$ cat config.mk
export PLATFORM = sky130hd
export DESIGN_NAME = instr_fetch_queue
export DESIGN_NICKNAME = d
export VERILOG_FILES = /design/src/rtl/fetch_pkg.sv /design/src/rtl/fetch_fifo.sv /design/src/rtl/instr_fetch_queue.sv
export SDC_FILE = /design/constraint.sdc
export NUM_CORES = 1
export LEC_CHECK = 0
export CORE_ASPECT_RATIO = 0.6
export CORE_MARGIN = 4
export CORE_UTILIZATION = 35
export DETAILED_ROUTE_END_ITERATION = 8
export GPL_TIMING_DRIVEN = 0
export REMOVE_ABC_BUFFERS = 1
export SLEW_MARGIN = 20
export SYNTH_ARGS = -nofsm -noshare
export SYNTH_HDL_FRONTEND = slang
export SYNTH_HIERARCHICAL = 1
export SYNTH_SLANG_ARGS = --single-unit
$ cat constraint.sdc
create_clock -name Clk -period 18.9 [get_ports Clk]
set_input_delay 5.67 -clock Clk [delete_from_list [all_inputs] [get_ports Clk]]
set_output_delay 5.67 -clock Clk [all_outputs]
set_load 0.02 [all_outputs]
$ cat src/rtl/fetch_pkg.sv
// Shared types for the instruction fetch queue: reset/step defaults, FSM states, entry layout.
// Latency: n/a (types and constants only).
// Backpressure: n/a.
package fetch_pkg;

    localparam logic [31:0] DEFAULT_RESET_PC = 32'h0000_0000;
    localparam int          DEFAULT_PC_STEP  = 4;

    typedef enum logic {
        RUN   = 1'b0,
        FLUSH = 1'b1
    } fetch_state_t;

    typedef struct packed {
        logic [31:0] pc;
        logic [31:0] instr;
    } fetch_entry_t;

    localparam int ENTRY_W = $bits(fetch_entry_t);

endpackage

$ cat src/rtl/fetch_fifo.sv
// Synchronous DEPTH-entry FIFO of fetch entries with push, pop, clear and occupancy count.
// Latency: a pushed entry is visible at the head the cycle after the push (no bypass).
// Backpressure: push is dropped when full unless a pop frees a slot in the same cycle.
// Ports: clk/rst (sync, active-high), push/push_dat, pop, clear (wins over push/pop),
//        count (current occupancy), head_dat (entry at the read pointer).
module fetch_fifo
    import fetch_pkg::*;
#(
    parameter int DEPTH = 4
) (
    input  logic                         clk,
    input  logic                         rst,
    input  logic                         push,
    input  logic [ENTRY_W-1:0]           push_dat,
    input  logic                         pop,
    input  logic                         clear,
    output logic [$clog2(DEPTH+1)-1:0]   count,
    output logic [ENTRY_W-1:0]           head_dat
);

    localparam int AW = (DEPTH > 1) ? $clog2(DEPTH) : 1;
    localparam int CW = $clog2(DEPTH + 1);

    fetch_entry_t  mem_q [DEPTH];
    fetch_entry_t  mem_d [DEPTH];
    logic [AW-1:0] rd_ptr_q, rd_ptr_d;
    logic [AW-1:0] wr_ptr_q, wr_ptr_d;
    logic [CW-1:0] count_q, count_d;
    logic          do_push;
    logic          do_pop;

    always_comb begin
        mem_d    = mem_q;
        rd_ptr_d = rd_ptr_q;
        wr_ptr_d = wr_ptr_q;
        count_d  = count_q;
        do_pop   = pop && (count_q != '0);
        // Read-before-write: a pop frees the head slot so a full FIFO can still push.
        do_push  = push && ((count_q != CW'(DEPTH)) || do_pop);
        if (clear) begin
            rd_ptr_d = '0;
            wr_ptr_d = '0;
            count_d  = '0;
        end else begin
            if (do_push) begin
                mem_d[wr_ptr_q] = push_dat;
                wr_ptr_d        = wr_ptr_q + AW'(1);
            end
            if (do_pop) begin
                rd_ptr_d = rd_ptr_q + AW'(1);
            end
            count_d = count_q + CW'(do_push) - CW'(do_pop);
        end
    end

    always_ff @(posedge clk) begin
        if (rst) begin
            rd_ptr_q <= '0;
            wr_ptr_q <= '0;
            count_q  <= '0;
        end else begin
            rd_ptr_q <= rd_ptr_d;
            wr_ptr_q <= wr_ptr_d;
            count_q  <= count_d;
        end
    end

    // Storage is not reset; the parent masks head data while the FIFO is empty.
    always_ff @(posedge clk) begin
        mem_q <= mem_d;
    end

    assign count    = count_q;
    assign head_dat = mem_q[rd_ptr_q];

endmodule

$ cat src/rtl/instr_fetch_queue.sv
// Owns the fetch PC, issues word reads to instruction memory and queues PC-tagged instructions for decode.
// Latency: MemReq the first cycle out of reset; a response in cycle N shows as InstrValid in cycle N+1.
// Backpressure: DecodeStall holds the head; requests stop once queued + outstanding reaches DEPTH.
// Ports: Clk/Reset (sync, active-high); Redirect/RedirectAddr from branch resolution;
//        MemReq/MemAddr/MemGnt and MemRspValid/MemRspData to instruction memory;
//        InstrValid/Instruction/InstrPC/DecodeStall to decode.
module instr_fetch_queue
    import fetch_pkg::*;
#(
    parameter int          DEPTH           = 4,
    parameter int          MAX_OUTSTANDING = 2,
    parameter logic [31:0] RESET_PC        = DEFAULT_RESET_PC,
    parameter int          PC_STEP         = DEFAULT_PC_STEP
) (
    input  logic        Clk,
    input  logic        Reset,
    input  logic        Redirect,
    input  logic [31:0] RedirectAddr,
    output logic        MemReq,
    output logic [31:0] MemAddr,
    input  logic        MemGnt,
    input  logic        MemRspValid,
    input  logic [31:0] MemRspData,
    output logic        InstrValid,
    output logic [31:0] Instruction,
    output logic [31:0] InstrPC,
    input  logic        DecodeStall
);

    localparam int CW = $clog2(DEPTH + 1);

    fetch_state_t  state_q, state_d;
    logic [31:0]   fetch_pc_q, fetch_pc_d;
    logic [31:0]   rsp_pc_q, rsp_pc_d;
    logic [CW-1:0] outstanding_q, outstanding_d;
    logic [CW-1:0] drop_cnt_q, drop_cnt_d;

    logic [CW-1:0] occupancy;
    logic [CW:0]   credit_used;
    logic [CW-1:0] in_flight;
    logic          grant;
    logic          rsp_accept;
    logic          fifo_push;
    logic          fifo_pop;
    fetch_entry_t  push_entry;
    fetch_entry_t  head_entry;
    logic [31:0]   redirect_pc;
    logic          unused_redirect_lsb;

    assign unused_redirect_lsb = ^RedirectAddr[1:0];
    assign redirect_pc         = {RedirectAddr[31:2], 2'b00};

    assign InstrValid  = (occupancy != '0);
    assign Instruction = InstrValid ? head_entry.instr : 32'h0;
    assign InstrPC     = InstrValid ? head_entry.pc    : 32'h0;
    assign MemAddr     = fetch_pc_q;

    always_comb begin
        // Queued plus outstanding is the credit count; keeping it below DEPTH
        // guarantees every granted request has a free slot when it returns.
        credit_used = {1'b0, occupancy} + {1'b0, outstanding_q};
        MemReq      = !Reset && (state_q == RUN) && !Redirect
                      && (outstanding_q < CW'(MAX_OUTSTANDING))
                      && (credit_used < (CW+1)'(DEPTH));
        grant       = MemReq && MemGnt;
        // A response with nothing outstanding is a protocol violation and is ignored.
        rsp_accept  = (state_q == RUN) && MemRspValid && (outstanding_q != '0);
        fifo_push   = rsp_accept && !Redirect;
        fifo_pop    = InstrValid && !DecodeStall && !Redirect;
        push_entry  = '{pc: rsp_pc_q, instr: MemRspData};
    end

    always_comb begin
        state_d       = state_q;
        fetch_pc_d    = fetch_pc_q;
        rsp_pc_d      = rsp_pc_q;
        outstanding_d = outstanding_q;
        drop_cnt_d    = drop_cnt_q;
        // Only one of these is ever non-zero: grants stop in FLUSH and a redirect zeroes outstanding.
        in_flight     = outstanding_q + drop_cnt_q;

        if (grant) begin
            fetch_pc_d = fetch_pc_q + 32'(PC_STEP);
        end
        if (rsp_accept) begin
            rsp_pc_d = rsp_pc_q + 32'(PC_STEP);
        end
        outstanding_d = outstanding_q + CW'(grant) - CW'(rsp_accept);

        if ((state_q == FLUSH) && MemRspValid && (drop_cnt_q != '0)) begin
            drop_cnt_d = drop_cnt_q - CW'(1);
            if (drop_cnt_d == '0) begin
                state_d = RUN;
            end
        end

        if (Redirect) begin
            fetch_pc_d    = redirect_pc;
            rsp_pc_d      = redirect_pc;
            outstanding_d = '0;
            // A response landing on the redirect cycle is wrong-path and already accounted for.
            drop_cnt_d    = in_flight - CW'(MemRspValid && (in_flight != '0));
            state_d       = (drop_cnt_d != '0) ? FLUSH : RUN;
        end
    end

    always_ff @(posedge Clk) begin
        if (Reset) begin
            state_q       <= RUN;
            fetch_pc_q    <= RESET_PC;
            rsp_pc_q      <= RESET_PC;
            outstanding_q <= '0;
            drop_cnt_q    <= '0;
        end else begin
            state_q       <= state_d;
            fetch_pc_q    <= fetch_pc_d;
            rsp_pc_q      <= rsp_pc_d;
            outstanding_q <= outstanding_d;
            drop_cnt_q    <= drop_cnt_d;
        end
    end

    fetch_fifo #(
        .DEPTH (DEPTH)
    ) u_fifo (
        .clk      (Clk),
        .rst      (Reset),
        .push     (fifo_push),
        .push_dat (push_entry),
        .pop      (fifo_pop),
        .clear    (Redirect),
        .count    (occupancy),
        .head_dat (head_entry)
    );

endmodule
==> results of run 1 <==
[routing by layer]
layer	share of wire (%)	global-route usage (%)	vias up	wire length, um
li1	-	-	3938	-
met1	49	23.61	4283	16510
met2	45	24.11	184	15170
met3	4.6	3.050	39	1551
met4	1.7	3.579	0	586
met5	0	0	-	0
[placed cells by master (no fill, tap or decap), drive strengths merged, types with 14 or more instances in the layout]
cell / Yosys / layout
nand3: 29 / 29
mux4: 64 / 64
clkbuf: 26 / 45
nand2: 56 / 56
and2: 73 / 73
nor3: 15 / 15
dfxtp: 74 / 74
inv: 24 / 25
o21ai: 14 / 14
clkdlybuf4s50: 0 / 161
ha: 19 / 19
nand4: 20 / 20
buf: 23 / 47
edfxtp: 256 / 256
xor2: 30 / 30
a21oi: 27 / 27
a211oi: 20 / 20
nor2: 37 / 37
[stage by stage]
| stage | hold WS [ns] | instance area [um2] | instances |
|---|---|---|---|
| final | 0.5201 | 17680 | 1672 |
| after global routing | 0.5466 | 17680 | 1671 |
| after CTS | 0.5176 | 17670 | 1670 |
| after detailed placement | 0.5073 | 16520 | 1611 |
| after global placement | 0.4938 | 16020 | 1566 |
| after floorplan | 0.4709 | 13740 | 881 |
[cell usage after synthesis (8+ instances only)]
cell and n:
nand3_1 29, xor2_1 30, clkbuf_1 26, buf_2 14, nor2_1 37, mux4_2 64, dfxtp_1 74, ha_1 19
edfxtp_1 256, a21boi_0 8, and2_1 73, o21ai_0 14, nand2_1 56, a211oi_1 20, inv_1 22, nor4_1 11
nor3_1 13, nand4_1 19, a21oi_1 27, xnor2_1 13, and3_1 8
[critical path, stage by stage]
cell	delay [ns]
buf_2	0.23
buf_12	0.22
nor4_1	0.29
and3_1	0.23
clkdlybuf4s50_1	0.61
[registers in the layout (all words and copies together), names as in the netlist]
name and flops:
state_q 1, u_fifo/rd_ptr_q 2, u_fifo/wr_ptr_q 2, u_fifo/count 3, rsp_pc_q 30, MemAddr 30, u_fifo/mem_q 256, outstanding_q 3
drop_cnt_q 3
[path summary, 6_finish.rpt]
kind                                endpoint  slack (ns)                             from  cells after the start
min          u_fifo/wr_ptr_q[0]$_SDFFE_PP0P_        0.52  u_fifo/wr_ptr_q[0]$_SDFFE_PP0P_                      2
max reg2reg      u_fifo/mem_q[129]$_DFFE_PP_       15.14       u_fifo/count[1]$_SDFF_PP0_                      9
min reg2reg  u_fifo/wr_ptr_q[0]$_SDFFE_PP0P_        0.52  u_fifo/wr_ptr_q[0]$_SDFFE_PP0P_                      2
max                                   MemReq        5.97                         Redirect                      5
[final cells by class]
cell class | count | area share [%]
antenna | 2 | 0.02831
clock buffer | 45 | 5.336
clock inverter | 14 | 1.175
inverter | 24 | 0.5237
multi-input combinational | 527 | 25.56
sequential | 330 | 51.90
tap | 522 | 3.694
timing repair buffer | 208 | 11.78
[cells by family (layout without fill, tap and decap cells)]
| logic type | count (synthesis) | in the layout | synth area share, % |
|---|---|---|---|
| DFF | 330 | 330 | 65.75 |
| and+or+nand+nor | 279 | 279 | 11.09 |
| AOI/OAI and AO/OA | 98 | 98 | 4.720 |
| muxes | 75 | 75 | 11.19 |
| buffers and inverters | 73 | 291 | 2.387 |
| xor gates and xnor gates | 43 | 43 | 2.701 |
| adders and majority gates | 22 | 22 | 2.136 |
| other | 1 | 12 | 0.02689 |
[power by group through the flow]
stage | Clock [uW] | Sequential, uW | Combinational (uW)
global route | 752 | 811 | 90.6
detailed placement | 0 | 824 | 82.8
global placement | 0 | 824 | 80.1
finish | 695 | 809 | 82.3
floorplan | 0 | 824 | 34.2
CTS | 717 | 809 | 83.2
==> results.json, run 1 <==
{
  "ys.flop_type": "edfxtp_1",
  "route.final.wire_length_um": 33820,
  "firstDrtPassIters": 4,
  "period_needed_ns": 12.93,
  "worstPathArrival_ns": 7.26,
  "pin_count": 168,
  "antenna_found_initial": 1,
  "pwr-share-comb_pct": 5.2,
  "synth_largest_area_cell": "edfxtp_1",
  "layout-drive-gt1-share_pct": 16.46,
  "ff_latch_area_um2": 9176,
  "finalSetupViolCount": 0,
  "cts_setup_buffers": 0,
  "synth_cells": 921,
  "vias": 8444,
  "grt_usage_pct": 15.81,
  "drv_slew": 0,
  "fmax_ghz": 0.07732,
  "tightest_slew_ns": 1.090,
  "grt_pass1_vias": 8625,
  "synth_seq_cells": 330,
  "fp-row-count": 56,
  "power.density_nw_per_um2": 89.72,
  "peakVddDrop_v": 0.00005478,
  "avgViaCountPerCell": 5.050,
  "synth_edf_count": 256,
  "yosys.area.top_type_share_pct": 55.13,
  "crit_fanout": 28,
  "utilization_pct": 45.14,
  "ctsResizeCount": 0,
  "hold_buffers": 0,
  "ant_nets": 0,
  "post-place-ws_ns": 5.968,
  "yosys_warnings": 6,
  "port_buffers": 163,
  "p_int_uw": 1251,
  "root_buffer": "clkbuf_16",
  "h-tree-depth": 2,
  "area_growth_pct": 26.78,
  "seqPwrFrac_pct": 51.0,
  "syn_area_per_cell_um2": 15.14,
  "nFillCells": 3435,
  "grt_start_max_net_pins": 74,
  "synthDistinctLibCells": 52,
  "p_sw_uw": 335.0,
  "required_ns": 13.23,
  "setup_tns_ns": 0,
  "coreArea_um2": 39170,
  "hold_violations": 0,
  "clock_path_buffers": 3,
  "grt_setup_unrepaired": "false",
  "die_x_um": 265.7,
  "initial_utilization_pct": 35.60,
  "leakagePower_uw": 0.005756,
  "cts.sink_count": 330,
  "endpoint_kind": "output pin",
  "start_kind": "input pin",
  "critPathKind": "in -> out",
  "fin_ws_ns": 5.967,
  "slew_headroom_pct": 26.74,
  "total_power_uw": 1586,
  "async_reset_ff_share_pct": 0,
  "clk_pin_slew_worst_paths_ns": 0.06,
  "status": "complete, no violations",
  "max-cap-violations": 0,
  "cts_made_buffers": 34,
  "wl_per_cell_um": 20.23,
  "dieArea_um2": 43200,
  "clock-skew-final_ns": 0.02293,
  "yosysSeqAreaShare_pct": 65.75,
  "synth_area_um2": 13940,
  "pwr-share-clk_pct": 43.8,
  "gp_congestion": 0.7755,
  "drc": 0,
  "min_path_type": "reg -> reg",
  "die_h_um": 162.6,
  "ys_top_cells_by_area": "edfxtp_1 (55%), dfxtp_1 (11%), mux4_2 (10%)",
  "clk_latency_ns": 0.52,
  "drt_iter0_drc": 594,
  "grt_pass1_wl_um": 52830,
  "cts_tree": "done",
  "multi_input_area_um2": 4519,
  "p_sw_share_pct": 21.12,
  "hpwl_um": 23570,
  "post-route-period-util_pct": 68.43,
  "grt.overflow.total": 0,
  "fin_nets": 1217
}
No activity file was read; power rests on OpenSTA's default activity.
==> inputs of run 2 (changes only) <==
- clock period: 18.9 -> 11.4 ns (I/O delays scaled with it)
==> results of run 2 <==
Same layout as run 1 (identical final DEF). Status: complete, no violations.
Main changes from that run: setup slack after placement 5.968 ns -> 2.968 ns; setup slack after layout 5.967 ns -> 2.967 ns; register-to-register setup slack 15.14 ns -> 7.64 ns; total power 1586 uW -> 2630 uW; worst IR drop on VDD 0.00005478 V -> 0.00009082 V
